`config.mk`:
```
export PLATFORM = sky130hd
export DESIGN_NAME = audio_frame_sched_flat
export DESIGN_NICKNAME = d
export VERILOG_FILES = /design/src/rtl/audio_frame_sched_if.sv /design/src/rtl/audio_frame_sched.sv /design/src/flat_wrapper.sv
export SDC_FILE = /design/constraint.sdc
export NUM_CORES = 1
export LEC_CHECK = 0
export CAP_MARGIN = 20
export CORE_MARGIN = 4
export CORE_UTILIZATION = 63
export DETAILED_ROUTE_END_ITERATION = 7
export PLACE_DENSITY = 0.85
export SLEW_MARGIN = 15
export SYNTH_ARGS = -nofsm -noshare
export SYNTH_HDL_FRONTEND = slang
export SYNTH_SLANG_ARGS = --single-unit
```
`constraint.sdc`:
```
create_clock -name i_CLOCK -period 11.05 [get_ports i_CLOCK]
set_input_delay 1.105 -clock i_CLOCK [delete_from_list [all_inputs] [get_ports i_CLOCK]]
set_output_delay 1.105 -clock i_CLOCK [all_outputs]
set_load 0.05 [all_outputs]
```
`src/rtl/audio_frame_sched_if.sv`:
```
// rtl/audio_frame_sched_if.sv - FM/PCM source and serial DAC signal bundle for audio_frame_sched.
interface audio_frame_sched_if #(
    parameter int FIFO_AW = 2
);
    logic [15:0]      i_FM_L;
    logic [15:0]      i_FM_R;
    logic             i_FM_VALID;
    logic             i_FM_EN;
    logic [31:0]      i_PCM_DATA;
    logic             i_PCM_WR;
    logic             i_PCM_EN;
    logic             i_CLR_UNDERRUN;
    logic             o_PCM_FULL;
    logic [FIFO_AW:0] o_PCM_LEVEL;
    logic             o_BCK;
    logic             o_LRCK;
    logic             o_DATA;
    logic             o_FRAME;
    logic             o_UNDERRUN;

    modport master (
        output i_FM_L, i_FM_R, i_FM_VALID, i_FM_EN,
        output i_PCM_DATA, i_PCM_WR, i_PCM_EN, i_CLR_UNDERRUN,
        input  o_PCM_FULL, o_PCM_LEVEL, o_BCK, o_LRCK, o_DATA, o_FRAME, o_UNDERRUN
    );

    modport slave (
        input  i_FM_L, i_FM_R, i_FM_VALID, i_FM_EN,
        input  i_PCM_DATA, i_PCM_WR, i_PCM_EN, i_CLR_UNDERRUN,
        output o_PCM_FULL, o_PCM_LEVEL, o_BCK, o_LRCK, o_DATA, o_FRAME, o_UNDERRUN
    );
endinterface

```
`src/rtl/audio_frame_sched.sv`:
```
// rtl/audio_frame_sched.sv - BCK/LRCK generator mixing FM and PCM FIFO audio into one serial DAC.
module audio_frame_sched #(
    parameter int BCK_DIV = 4,
    parameter int FIFO_AW = 2
) (
    input  logic                i_CLOCK,
    input  logic                i_RESET,
    audio_frame_sched_if.slave  bus
);
    localparam int                 DIV_W    = $clog2(BCK_DIV);
    localparam logic [DIV_W-1:0]   DIV_LAST = DIV_W'(BCK_DIV - 1);
    localparam int                 DEPTH    = 2 ** FIFO_AW;
    localparam logic [FIFO_AW:0]   DEPTH_L  = (FIFO_AW + 1)'(DEPTH);

    logic [DIV_W-1:0]   div;
    logic               bck;
    logic [4:0]         bit_idx;
    logic               lrck;
    logic               frame;
    logic               underrun;
    logic [31:0]        shreg;
    logic [15:0]        fm_l;
    logic [15:0]        fm_r;

    logic [31:0]        mem [DEPTH];
    logic [FIFO_AW-1:0] wr_ptr;
    logic [FIFO_AW-1:0] rd_ptr;
    logic [FIFO_AW:0]   level;
    logic [FIFO_AW:0]   level_nxt;
    logic               full;

    logic               tick;
    logic               fall;
    logic               load;
    logic               pop;
    logic               und_set;
    logic               wr_acc;
    logic [31:0]        pcm_term;
    logic [15:0]        fm_term_l;
    logic [15:0]        fm_term_r;
    logic [31:0]        mix;

    // 17-bit signed add, clamped to the 16-bit range when the two top bits disagree.
    function automatic logic [15:0] sat16(input logic [15:0] a, input logic [15:0] b);
        logic [16:0] s;
        s = {a[15], a} + {b[15], b};
        if (s[16] != s[15])
            return s[16] ? 16'h8000 : 16'h7FFF;
        return s[15:0];
    endfunction

    assign tick      = (div == DIV_LAST);
    assign fall      = tick & bck;
    assign load      = fall & (bit_idx == 5'd31);
    assign pop       = load & bus.i_PCM_EN & (level != '0);
    assign und_set   = load & bus.i_PCM_EN & (level == '0);
    assign wr_acc    = bus.i_PCM_WR & ((level != DEPTH_L) | pop);
    assign level_nxt = level + {{FIFO_AW{1'b0}}, wr_acc} - {{FIFO_AW{1'b0}}, pop};

    // The FM latch is read before this clock's i_FM_VALID update lands, so a
    // coincident FM sample is only mixed from the following frame.
    assign pcm_term  = pop ? mem[rd_ptr] : 32'h0;
    assign fm_term_l = bus.i_FM_EN ? fm_l : 16'h0;
    assign fm_term_r = bus.i_FM_EN ? fm_r : 16'h0;
    assign mix       = {sat16(fm_term_l, pcm_term[31:16]), sat16(fm_term_r, pcm_term[15:0])};

    always_ff @(posedge i_CLOCK) begin
        if (i_RESET) begin
            div      <= '0;
            bck      <= 1'b1;
            bit_idx  <= 5'd31;
            lrck     <= 1'b1;
            frame    <= 1'b0;
            underrun <= 1'b0;
            shreg    <= 32'h0;
            fm_l     <= 16'h0;
            fm_r     <= 16'h0;
            wr_ptr   <= '0;
            rd_ptr   <= '0;
            level    <= '0;
            full     <= 1'b0;
        end else begin
            div   <= tick ? '0 : div + 1'b1;
            frame <= load;
            if (tick)
                bck <= ~bck;
            if (fall) begin
                bit_idx <= bit_idx + 5'd1;
                if (load) begin
                    shreg <= mix;
                    lrck  <= 1'b1;
                end else begin
                    shreg <= {shreg[30:0], 1'b0};
                    if (bit_idx == 5'd15)
                        lrck <= 1'b0;
                end
            end
            if (bus.i_FM_VALID) begin
                fm_l <= bus.i_FM_L;
                fm_r <= bus.i_FM_R;
            end
            if (wr_acc)
                wr_ptr <= wr_ptr + 1'b1;
            if (pop)
                rd_ptr <= rd_ptr + 1'b1;
            level <= level_nxt;
            full  <= (level_nxt == DEPTH_L);
            if (und_set)
                underrun <= 1'b1;
            else if (bus.i_CLR_UNDERRUN)
                underrun <= 1'b0;
        end
    end

    // Storage needs no reset; the pointers and level define what is valid.
    always_ff @(posedge i_CLOCK) begin
        if (!i_RESET && wr_acc)
            mem[wr_ptr] <= bus.i_PCM_DATA;
    end

    assign bus.o_BCK       = bck;
    assign bus.o_LRCK      = lrck;
    assign bus.o_DATA      = shreg[31];
    assign bus.o_FRAME     = frame;
    assign bus.o_UNDERRUN  = underrun;
    assign bus.o_PCM_LEVEL = level;
    assign bus.o_PCM_FULL  = full;
endmodule

```
`src/flat_wrapper.sv`:
```
// flat-port wrapper written by rule: the top's interface ports become plain ports
module audio_frame_sched_flat 
#(
    parameter int BCK_DIV = 4,
    parameter int FIFO_AW = 2
)
  (i_CLOCK, i_RESET, bus_i_FM_L, bus_i_FM_R, bus_i_FM_VALID, bus_i_FM_EN, bus_i_PCM_DATA, bus_i_PCM_WR, bus_i_PCM_EN, bus_i_CLR_UNDERRUN, bus_o_PCM_FULL, bus_o_PCM_LEVEL, bus_o_BCK, bus_o_LRCK, bus_o_DATA, bus_o_FRAME, bus_o_UNDERRUN);
  audio_frame_sched_if #(.FIFO_AW(FIFO_AW)) bus_i ();
  input  logic i_CLOCK;
  input  logic i_RESET;
  input wire logic [$bits(bus_i.i_FM_L)-1:0] bus_i_FM_L;
  input wire logic [$bits(bus_i.i_FM_R)-1:0] bus_i_FM_R;
  input wire logic [$bits(bus_i.i_FM_VALID)-1:0] bus_i_FM_VALID;
  input wire logic [$bits(bus_i.i_FM_EN)-1:0] bus_i_FM_EN;
  input wire logic [$bits(bus_i.i_PCM_DATA)-1:0] bus_i_PCM_DATA;
  input wire logic [$bits(bus_i.i_PCM_WR)-1:0] bus_i_PCM_WR;
  input wire logic [$bits(bus_i.i_PCM_EN)-1:0] bus_i_PCM_EN;
  input wire logic [$bits(bus_i.i_CLR_UNDERRUN)-1:0] bus_i_CLR_UNDERRUN;
  output wire logic [$bits(bus_i.o_PCM_FULL)-1:0] bus_o_PCM_FULL;
  output wire logic [$bits(bus_i.o_PCM_LEVEL)-1:0] bus_o_PCM_LEVEL;
  output wire logic [$bits(bus_i.o_BCK)-1:0] bus_o_BCK;
  output wire logic [$bits(bus_i.o_LRCK)-1:0] bus_o_LRCK;
  output wire logic [$bits(bus_i.o_DATA)-1:0] bus_o_DATA;
  output wire logic [$bits(bus_i.o_FRAME)-1:0] bus_o_FRAME;
  output wire logic [$bits(bus_i.o_UNDERRUN)-1:0] bus_o_UNDERRUN;
  assign bus_i.i_FM_L = bus_i_FM_L;
  assign bus_i.i_FM_R = bus_i_FM_R;
  assign bus_i.i_FM_VALID = bus_i_FM_VALID;
  assign bus_i.i_FM_EN = bus_i_FM_EN;
  assign bus_i.i_PCM_DATA = bus_i_PCM_DATA;
  assign bus_i.i_PCM_WR = bus_i_PCM_WR;
  assign bus_i.i_PCM_EN = bus_i_PCM_EN;
  assign bus_i.i_CLR_UNDERRUN = bus_i_CLR_UNDERRUN;
  assign bus_o_PCM_FULL = bus_i.o_PCM_FULL;
  assign bus_o_PCM_LEVEL = bus_i.o_PCM_LEVEL;
  assign bus_o_BCK = bus_i.o_BCK;
  assign bus_o_LRCK = bus_i.o_LRCK;
  assign bus_o_DATA = bus_i.o_DATA;
  assign bus_o_FRAME = bus_i.o_FRAME;
  assign bus_o_UNDERRUN = bus_i.o_UNDERRUN;
  audio_frame_sched #(.BCK_DIV(BCK_DIV), .FIFO_AW(FIFO_AW)) u_core (.i_CLOCK(i_CLOCK), .i_RESET(i_RESET), .bus(bus_i));
endmodule
```
; Word level (Yosys, flattened, before mapping)
; Memories as Yosys holds them, arrays and structs flattened. A register that Yosys moved wholly into a read port is not among the register bits.
; Cells that the tools add are included.
[classes]
n_addsub = 8
n_mul = 0
div_mod_pow = 0
magnitude_cmp = 0
n_eq_ne = 7
shift = 0
mux = 20
bitwise = 8
n_reduce_logical = 8
[op_table]
columns = operator, n
row1 = 16-bit two-way mux, 8
row2 = 32-bit two-way mux, 2
row3 = 16-bit by 16-bit adder with 17-bit output, 2
row4 = 1-bit two-way mux, 8
row5 = 2-bit by 1-bit adder with 2-bit output (second input constant), 3
row6 = 1-bit AND, 6
row7 = 5-bit by 1-bit adder with 5-bit output (second input constant), 1
row8 = 5-bit by 4-bit == test with 1-bit output (second input constant), 1
row9 = 5-bit == test (second input constant), 1
row10 = 2-bit two-way mux, 2
row11 = 2-bit nonzero test, 2
row12 = 3-bit by 1-bit adder with 3-bit output, 1
row13 = 3-bit == test (second input constant), 1
row14 = 3-bit zero test, 1
row15 = 3-bit != test (second input constant), 1
row16 = 3-bit nonzero test, 1
row17 = 3-bit by 1-bit subtractor with 3-bit output, 1
row18 = 2-bit == test (second input constant), 1
row19 = 1-bit != test, 2
row20 = 2-bit AND reduction, 1
row21 = 2-bit OR reduction, 1
row22 = 1-bit logical AND, 1
row23 = 1-bit zero test, 1
row24 = 1-bit NOT, 1
row25 = 1-bit OR, 1
[totals]
ff_bits = 83
latchBits = 0
mem_bits_rw = 128
romBits = 0
input_bits = 71
elab_cells = 65
mem_count = 1
[memory_table]
columns = memory, words, word_bits, rd, rd_clocked_by_memory_dff, write_ports, line_no
row1 = u_core.mem, 4, 32, 1, 1, 1, audio_frame_sched.sv:25  ; logic [31:0] mem [DEPTH];

; Logic depth before layout (Yosys ltp)
; Gate-level depths: netlist of the first run.
[logic_depth]
word_depth = 11
ltp_mapped = 28
depth_no_buf = 25

; Worst setup path after synthesis of the first run
; OpenSTA, ideal clock, no wires.
[synth_timing]
kind = register -> register
from = reg u_core.bit_idx[0]
to = reg u_core.shreg[14]
setup_time_ns = 0.117
arrival_ns = 5.124
t_required_ns = 10.933
path_slack_ns = 5.809
stages_incl_launch_ff = 28
synth_period_minus_slack_ns = 5.241
path_cell_list = dfxtp_1 -> ha_1 -> and3_1 -> ha_1 -> and3_1 -> clkbuf_1 -> nand2_1 -> or2_2 -> inv_1 -> clkbuf_1 -> nand2_1 -> inv_1 -> ha_1 -> a21o_1 -> a21oi_1 -> o21ai_0 -> a41o_1 -> a211oi_1 -> o31ai_1 -> a21oi_1 -> xnor2_1 -> ha_1 -> nand3_1 -> o22ai_1 -> nor3_1 -> buf_2 -> o21ai_0 -> a32o_1
[synth_via]
elab_chain_len = 10
elab_cells_between_ends = 12
classes_between = 1 x add/sub / 2 x eq/ne / 6 x mux / 3 x bitwise
[synth_lines]
columns = item, line_no
row1 = from (decl), audio_frame_sched.sv:17  ; logic [4:0] bit_idx;
row2 = from (signal assigned), audio_frame_sched.sv:88  ; bit_idx <= bit_idx + 5'd1;
row3 = 5-bit == test (*), audio_frame_sched.sv:54  ; assign load = fall & (bit_idx == 5'd31);
row4 = 1-bit AND (*), audio_frame_sched.sv:54
row5 = 1-bit AND (*) (2 in a row), audio_frame_sched.sv:55  ; assign pop = load & bus.i_PCM_EN & (level != '0);
row6 = via u_core.pop, audio_frame_sched.sv:35  ; logic pop;
row7 = 32-bit two-way mux (*), audio_frame_sched.sv:62  ; assign pcm_term = pop ? mem[rd_ptr] : 32'h0;
row8 = 16-bit by 16-bit adder with 17-bit output (*), audio_frame_sched.sv:46  ; s = {a[15], a} + {b[15], b};
row9 = 16-bit two-way mux / 1-bit != test (equally long branches), "audio_frame_sched.sv:48, audio_frame_sched.sv:47"
row10 = 16-bit two-way mux / 1-bit two-way mux (equally long branches), audio_frame_sched.sv:47  ; if (s[16] != s[15])
row11 = 16-bit two-way mux (*), audio_frame_sched.sv:49  ; return s[15:0];
row12 = 32-bit two-way mux (*), audio_frame_sched.sv:89  ; if (load) begin
row13 = to (signal assigned), audio_frame_sched.sv:90  ; shreg <= mix;
row14 = to (signal assigned), audio_frame_sched.sv:93  ; shreg <= {shreg[30:0], 1'b0};
row15 = to (decl), audio_frame_sched.sv:21  ; logic [31:0] shreg;
; The timed path passes the listed nets; every way through them passes the cells marked *. The select of a mux whose other input is x is not followed.
; A chain may end at the register's enable or synchronous reset.

; Worst setup path after layout of the first run
[layout_timing]
from = reg u_core.bit_idx[0]
to = reg u_core.shreg[14]
[layout_via]
elab_chain_len = 10
elab_cells_between_ends = 12
classes_between = 1 x add/sub / 2 x eq/ne / 6 x mux / 3 x bitwise
[layout_lines]
columns = item, line_no
row1 = 5-bit == test (*), audio_frame_sched.sv:54
row2 = 1-bit AND (*), audio_frame_sched.sv:54
row3 = 1-bit AND (2 in a row), audio_frame_sched.sv:55
row4 = 32-bit two-way mux, audio_frame_sched.sv:62
row5 = 16-bit by 16-bit adder with 17-bit output, audio_frame_sched.sv:46
row6 = 16-bit two-way mux / 1-bit != test (equally long branches), "audio_frame_sched.sv:48, audio_frame_sched.sv:47"
row7 = 16-bit two-way mux / 1-bit two-way mux (equally long branches), audio_frame_sched.sv:47
row8 = 16-bit two-way mux, audio_frame_sched.sv:49
row9 = 32-bit two-way mux (*), audio_frame_sched.sv:89
; Mark *: on every way between the ends. The rest lies on a longest branch, timed or not. The select of a mux whose other input is x is not followed.

==> results of run 1 <==
Yosys cell counts, drive strengths merged (12+ instances only):
| master | count |
|---|---|
| nand2b | 12 |
| nor3 | 24 |
| xnor2 | 18 |
| nand2 | 39 |
| a21oi | 28 |
| mux2i | 36 |
| mux4 | 30 |
| clkbuf | 29 |
| inv | 26 |
| and2 | 66 |
| nor2 | 83 |
| o21ai | 37 |
| edfxtp | 128 |
| buf | 13 |
| ha | 44 |
| dfxtp | 85 |
cells in the final DEF (no fill, tap or decap), types with 24 or more instances in the layout:
cell,instances
nand2_1,38
nor3_1,24
nor2_1,83
dfxtp_1,84
clkdlybuf4s50_1,77
ha_1,44
o21ai_0,37
edfxtp_1,128
a21oi_1,28
mux4_2,30
and2_1,66
inv_1,26
mux2i_1,36
sequential cells by signal, indices dropped and copies added, names as in the netlist, named ones only:
| register | count |
|---|---|
| u_core.mem | 128 |
| u_core.rd_ptr | 2 |
| u_core.bus.o_LRCK | 1 |
| u_core.shreg | 32 |
| u_core.bus.o_PCM_FULL | 1 |
| u_core.fm_l | 16 |
| u_core.wr_ptr | 2 |
| u_core.fm_r | 16 |
| u_core.bus.o_PCM_LEVEL | 3 |
| u_core.div | 2 |
| u_core.bus.o_BCK | 1 |
| u_core.bus.o_FRAME | 1 |
| u_core.bus.o_UNDERRUN | 1 |
| u_core.bit_idx | 5 |
power breakdown:
group / leakage [uW] / internal [uW] / switching (uW)
Combinational: 0.00222 / 102 / 143
Clock: 0.000365 / 462 / 299
Sequential: 0.00186 / 898 / 24.7
through the flow:
stage,power [uW],hold slack (ns)
floorplan,1090,0.404
global placement,1170,0.417
detailed placement,1170,0.443
CTS,1940,0.452
global route,2000,0.468
finish,1930,0.452
worst paths after layout:
check / startpoint / endpoint / slack [ns] / cells past startpoint
max reg2reg: u_core.bit_idx[0] / u_core.shreg[14] / 4.10 / 26
min: u_core.div[0] / u_core.div[0] / 0.45 / 1
max: u_core.bit_idx[0] / u_core.shreg[14] / 4.10 / 26
min reg2reg: u_core.div[0] / u_core.div[0] / 0.45 / 1
kinds of logic (layout without fill, tap and decap cells):
group	Yosys count	after routing	share of synthesized area
multiplexers	66	66	0.102
flip-flops	213	213	0.548
AND/OR/NAND/NOR	281	281	0.144
adder cells (fa/ha/maj)	49	49	0.0624
XOR/XNOR	29	29	0.0270
other	0	1	0
buffers and inverters	68	157	0.0253
AO/OA/AOI/OAI	135	135	0.0909
layout make-up:
cell class / count / area, sq um
fillers: 982 / 3970
clock inverters: 5 / 92.6
diodes: 1 / 2.50
well taps: 216 / 270
inverters: 26 / 97.6
flip-flops and latches: 213 / 5550
clock buffers: 36 / 664
repair buffers: 90 / 861
multi-input cells: 560 / 4320
routing by layer:
layer / global-route usage / part of all wire
met1: 0.353 / 0.44
met2: 0.401 / 0.49
met3: 0.0309 / 0.053
met4: 0.0633 / 0.021
met5: 0 / 0
==> results by group, run 1 <==
Finish
  – Final non-filler cell area: 11900 sq um
  – Fraction of layout cells with a size suffix above 1: 0.0946
  – Final Util: 0.749
  – Final Non-Filler Cells: about 1100
  – Area Overhead vs Synth: 17.1%
  – Fin nets: 1032

Die
  – Die height: about 130 microns
  – Die ar.: 18200 sq um
  – Rows: 46
  – Chip Width: roughly 130 microns
  – Placeable Area: 15800 sq um
  – Initial core utilization: 0.639
  – # IOs: 80

Synth
  – Share of the synthesized area in the top cell type: 0.380
  – Yosys reg bits: between 200 and 250
  – YS warnings: 0
  – Mapped Area: about 10000 sq um
  – Post-Syn Area per Cell: 12.0 sq um
  – Mapped Nets: 959
  – Sequential-to-total area share from yosys stat: 0.548
  – Mapped Cells: about 840
  – Ranking of synthesized cells by area: edfxtp_1 (38%), dfxtp_1 (17%), mux4_2 (6.7%), ha_1 (5.4%), and2_1 (4.1%)
  – Area leader, netlist: edfxtp_1
  – EDFF count, synth: 128
  – Main flop type after synthesis: edfxtp_1
  – Ys async rst share: 0
  – Synth cell types: 60

Worst setup path
  – CP endpoint kind: flip-flop
  – Worst EP arrival: 7.35 ns
  – Worst path most repeated cell: ha_1
  – Crit path kind: flip-flop to flip-flop
  – Max stage delay on crit path: around 0.52 ns
  – CP Launch Type: flip-flop
  – Crit path max-delay cell type: inv_1
  – Buf+Inv Stages, Crit Path: 4
  – Crit path required time: 11.45 ns
  – Crit Path Max Fanout: 40
  – Kind of cell adding the most delay to the critical path: compound AO/OA/AOI/OAI gates

STA
  – Final Cycle Share: 0.629
  – Slew margin rel.: 0.294
  – Setup Viol. Count Final: 0
  – Post-Route Setup TNS: 0 ns
  – Number of max-slew violations in the final report: 0
  – Fin crit period: 6.95 ns
  – Worst setup margin: ~4.1 ns
  – Actual slew at the worst max-slew pin: 1.06 ns
  – FMAX: 144 MHz
  – Clock skew: approximately 0.017 ns
  – RSZ-0062 raised after global routing: false
  – Hold Vio Cnt, Final: 0

Placement
  – # port buffers: 79
  – Half-perimeter wire length after detailed placement: between 10 and 15 mm
  – Placed cells: 1104
  – DP Area: about 11000 sq um
  – Pre-CTS setup slack: around 4 ns
  – Placer congestion estimate: roughly 0.86

Routing
  – Wirelength per Cell: 18.9 microns
  – Drt via density: between 5 and 6
  – DRC violations left: 0
  – TritonRoute pass-1 iters: 6
  – Starting DRT DRC Count: between 500 and 600
  – Post-DRT Antenna Nets: 0
  – Routed vias: around 6900
  – Routed WL: roughly 22 mm

Clock network
  – Setup Fix Bufs, Post-CTS: 0
  – CTS resizes: 0
  – Clk Latency, worst-skew pair: around 0.51 ns
  – CTS sink cnt: approximately 210
  – H-tree depth: 1
  – CTS Buf Count: 23
  – CTS root buf: clkbuf_16
  – Clock transition at path regs: about 0.060 ns
  – Hold_buf cts: 0
  – CTS max path bufs: 3
  – CTS tree: done

Global route
  – Vias in the first global route: 6848
  – First-pass GRT wire length: 35.4 mm
  – Pin count of the biggest net entering global routing: 73
  – Total global-route track usage: 0.245
  – Initial antenna violation count: 1
  – Overflow after GRT: 0

Power
  – Worst VDD drop: approximately 0.15 mV
  – Leakage: about 0.0044 uW
  – Power per standard cell area: 163 nW/um^2

Status
  – Outcome: finished clean

Job
  – Max-cap violations: 0

Hold path
  – Hold Path Class: flip-flop to flip-flop
No activity file was read; power rests on OpenSTA's default activity.
==> inputs of run 2 (changes only) <==
--- a/config.mk
+++ b/config.mk
@@ -7,9 +7,9 @@
 export LEC_CHECK = 0
 export CAP_MARGIN = 20
 export CORE_MARGIN = 4
-export CORE_UTILIZATION = 63
+export CORE_UTILIZATION = 59
 export DETAILED_ROUTE_END_ITERATION = 7
-export PLACE_DENSITY = 0.85
+export PLACE_DENSITY = 0.81
 export SLEW_MARGIN = 15
 export SYNTH_ARGS = -nofsm -noshare
 export SYNTH_HDL_FRONTEND = slang
==> constraint.sdc (replaced) <==
create_clock -name i_CLOCK -period 7.2 [get_ports i_CLOCK]
set_input_delay 0.72 -clock i_CLOCK [delete_from_list [all_inputs] [get_ports i_CLOCK]]
set_output_delay 0.72 -clock i_CLOCK [all_outputs]
set_load 0.05 [all_outputs]
==> results by group, run 2 (synthesis results as in run 1) <==
Worst setup path
  – Worst path most repeated cell: ha_1
  – Reg2reg path depth: 24
  – Crit path max-delay cell type: ha_1
  – Max stage delay on crit path: between 0.4 and 0.5 ns
  – Crit Path Max Fanout: 32
  – Buf+Inv Stages, Crit Path: 3
  – Worst EP arrival: approximately 6.2 ns
  – CP Launch Type: flip-flop
  – Kind of cell adding the most delay to the critical path: simple AND/OR/NAND/NOR gates
  – WP depth: 24
  – Crit path kind: flip-flop to flip-flop
  – Crit path cell chain: ha_1, and3_1, ha_1, and3_1, nand2_1, or2_2, inv_1, buf_4, and2_1, ha_1, nor4_1, nor2_1, a41o_1, a211oi_1, o31ai_1, a21oi_1, xnor2_1, ha_1, nand3_1, o22ai_1, nor3_1, buf_4, o21ai_0, a32o_1
  – Crit path required time: 7.60 ns
  – CP endpoint kind: flip-flop

Clock network
  – H-tree depth: 1
  – CTS tree: done
  – Clk Latency, worst-skew pair: 0.52 ns
  – CTS Buf Count: 23
  – CTS resizes: 0
  – Hold_buf cts: 0
  – Setup Fix Bufs, Post-CTS: 0
  – CTS root buf: clkbuf_16
  – CTS sink cnt: about 210
  – CTS max path bufs: 3
  – Clock transition at path regs: 0.06 ns

STA
  – RSZ-0062 raised after global routing: false
  – Actual slew at the worst max-slew pin: around 1 ns
  – Post-Route Setup TNS: 0 ns
  – FMAX: ~170 MHz
  – Number of max-slew violations in the final report: 0
  – Hold Vio Cnt, Final: 0
  – Final Cycle Share: 0.808
  – Worst setup margin: ~1.4 ns
  – Setup Viol. Count Final: 0
  – Fin crit period: a little under 6 ns
  – Clock skew: about 0.015 ns
  – Slew margin rel.: 0.316

Placement
  – Pre-CTS setup slack: 1.49 ns
  – Half-perimeter wire length after detailed placement: 14.4 mm
  – Placer congestion estimate: 0.915
  – # port buffers: 79
  – Placed cells: about 1100

Finish
  – Final Non-Filler Cells: around 1200
  – Commonest non-fill, non-tap cell in the layout: edfxtp_1
  – Fin nets: just over 1000
  – Ant. Diodes: 0
  – Biggest register: u_core.mem
  – Fraction of layout cells with a size suffix above 1: 0.101
  – Max FFs per register: between 100 and 150
  – Final Util: 0.710
  – Area Overhead vs Synth: 17.2%
  – Regs by FF count: u_core.mem: 128 flops, u_core.shreg: 32 flops
  – Commonest non-fill, non-tap cells in the layout: edfxtp_1 (128), dfxtp_1 (84), nor2_1 (83), clkdlybuf4s50_1 (77), and2_1 (66)

Die
  – Die ar.: approximately 19000 sq um
  – Rows: between 40 and 50
  – Die height: 139 microns
  – Initial core utilization: 0.606
  – Chip Width: 139 microns
  – Placeable Area: roughly 17000 sq um
  – # IOs: 80

Global route
  – Vias in the first global route: 6822
  – Initial antenna violation count: 0
  – Pin count of the biggest net entering global routing: between 70 and 80
  – Overflow after GRT: 0
  – Total global-route track usage: 0.226
  – First-pass GRT wire length: 35.4 mm

Routing
  – Post-DRT Antenna Nets: 0
  – Routed WL: ~22 mm
  – TritonRoute pass-1 iters: 5
  – Wirelength per Cell: roughly 19 microns
  – DRC violations left: 0
  – Drt via density: a little under 6
  – Starting DRT DRC Count: 704
  – Routed vias: between 6000 and 7000

Hold path
  – Hold path cells: 1
  – Hold Path Class: flip-flop to flip-flop

Power
  – Worst VDD drop: about 0.23 mV
  – Power per standard cell area: around 250 nW/um^2
  – Leakage: 0.00445 uW

Status
  – Outcome: finished clean

Job
  – Max-cap violations: 0
## run 2: cell types whose count changed in the layout (fill, tap and decap cells not counted)
cell | before | now
clkinv_2 | 1 | 5
buf_4 | 10 | 13
clkbuf_1 | 9 | 6
bufinv_16 | 2 | 1
clkbuf_2 | 1 | 0
diode_2 | 1 | 0
inv_6 | 0 | 1
## run 2: metal layers
metal | vias to the layer above | part of all wire | track usage
met1 | 3329 | 0.45 | 0.330
met2 | 229 | 0.48 | 0.363
met4 | 0 | 0.016 | 0.0499
li1 | 3257 | - | -
met3 | 27 | 0.057 | 0.0359
met5 | - | 0 | 0
## run 2: worst paths after layout
path | slack (ns) | startpoint | endpoint
worst min-delay path | 0.43 | u_core.div[0] | u_core.div[0]
worst min register to register | 0.43 | u_core.div[0] | u_core.div[0]
worst max-delay path | 1.38 | u_core.bit_idx[0] | u_core.shreg[14]
worst max register to register | 1.38 | u_core.bit_idx[0] | u_core.shreg[14]
## run 2: metrics by stage
step / power (uW) / instance area (sq um) / hold slack [ns]
global placement: 1790 / 11100 / 0.420
CTS: 2960 / 11900 / 0.429
global route: 3060 / 11900 / 0.454
detailed placement: 1800 / 11100 / 0.417
finish: 2940 / 11900 / 0.429
floorplan: 1670 / 10100 / 0.404
## run 2: layout make-up
class / count / area [sq um]
multi-input combinational: 560 / 4320
clock buffer: 33 / 653
inverter: 26 / 97.6
fill: 1181 / 4840
timing repair buffer: 92 / 878
tap: 220 / 275
sequential: 213 / 5550
clock inverter: 9 / 91.3
## run 2: where the power goes
part           switching [uW]  total, uW  internal [uW]  leakage [uW]
combinational             218        376            158       0.00223
clock                     477       1150            674      0.000367
sequential               38.2       1420           1380       0.00186
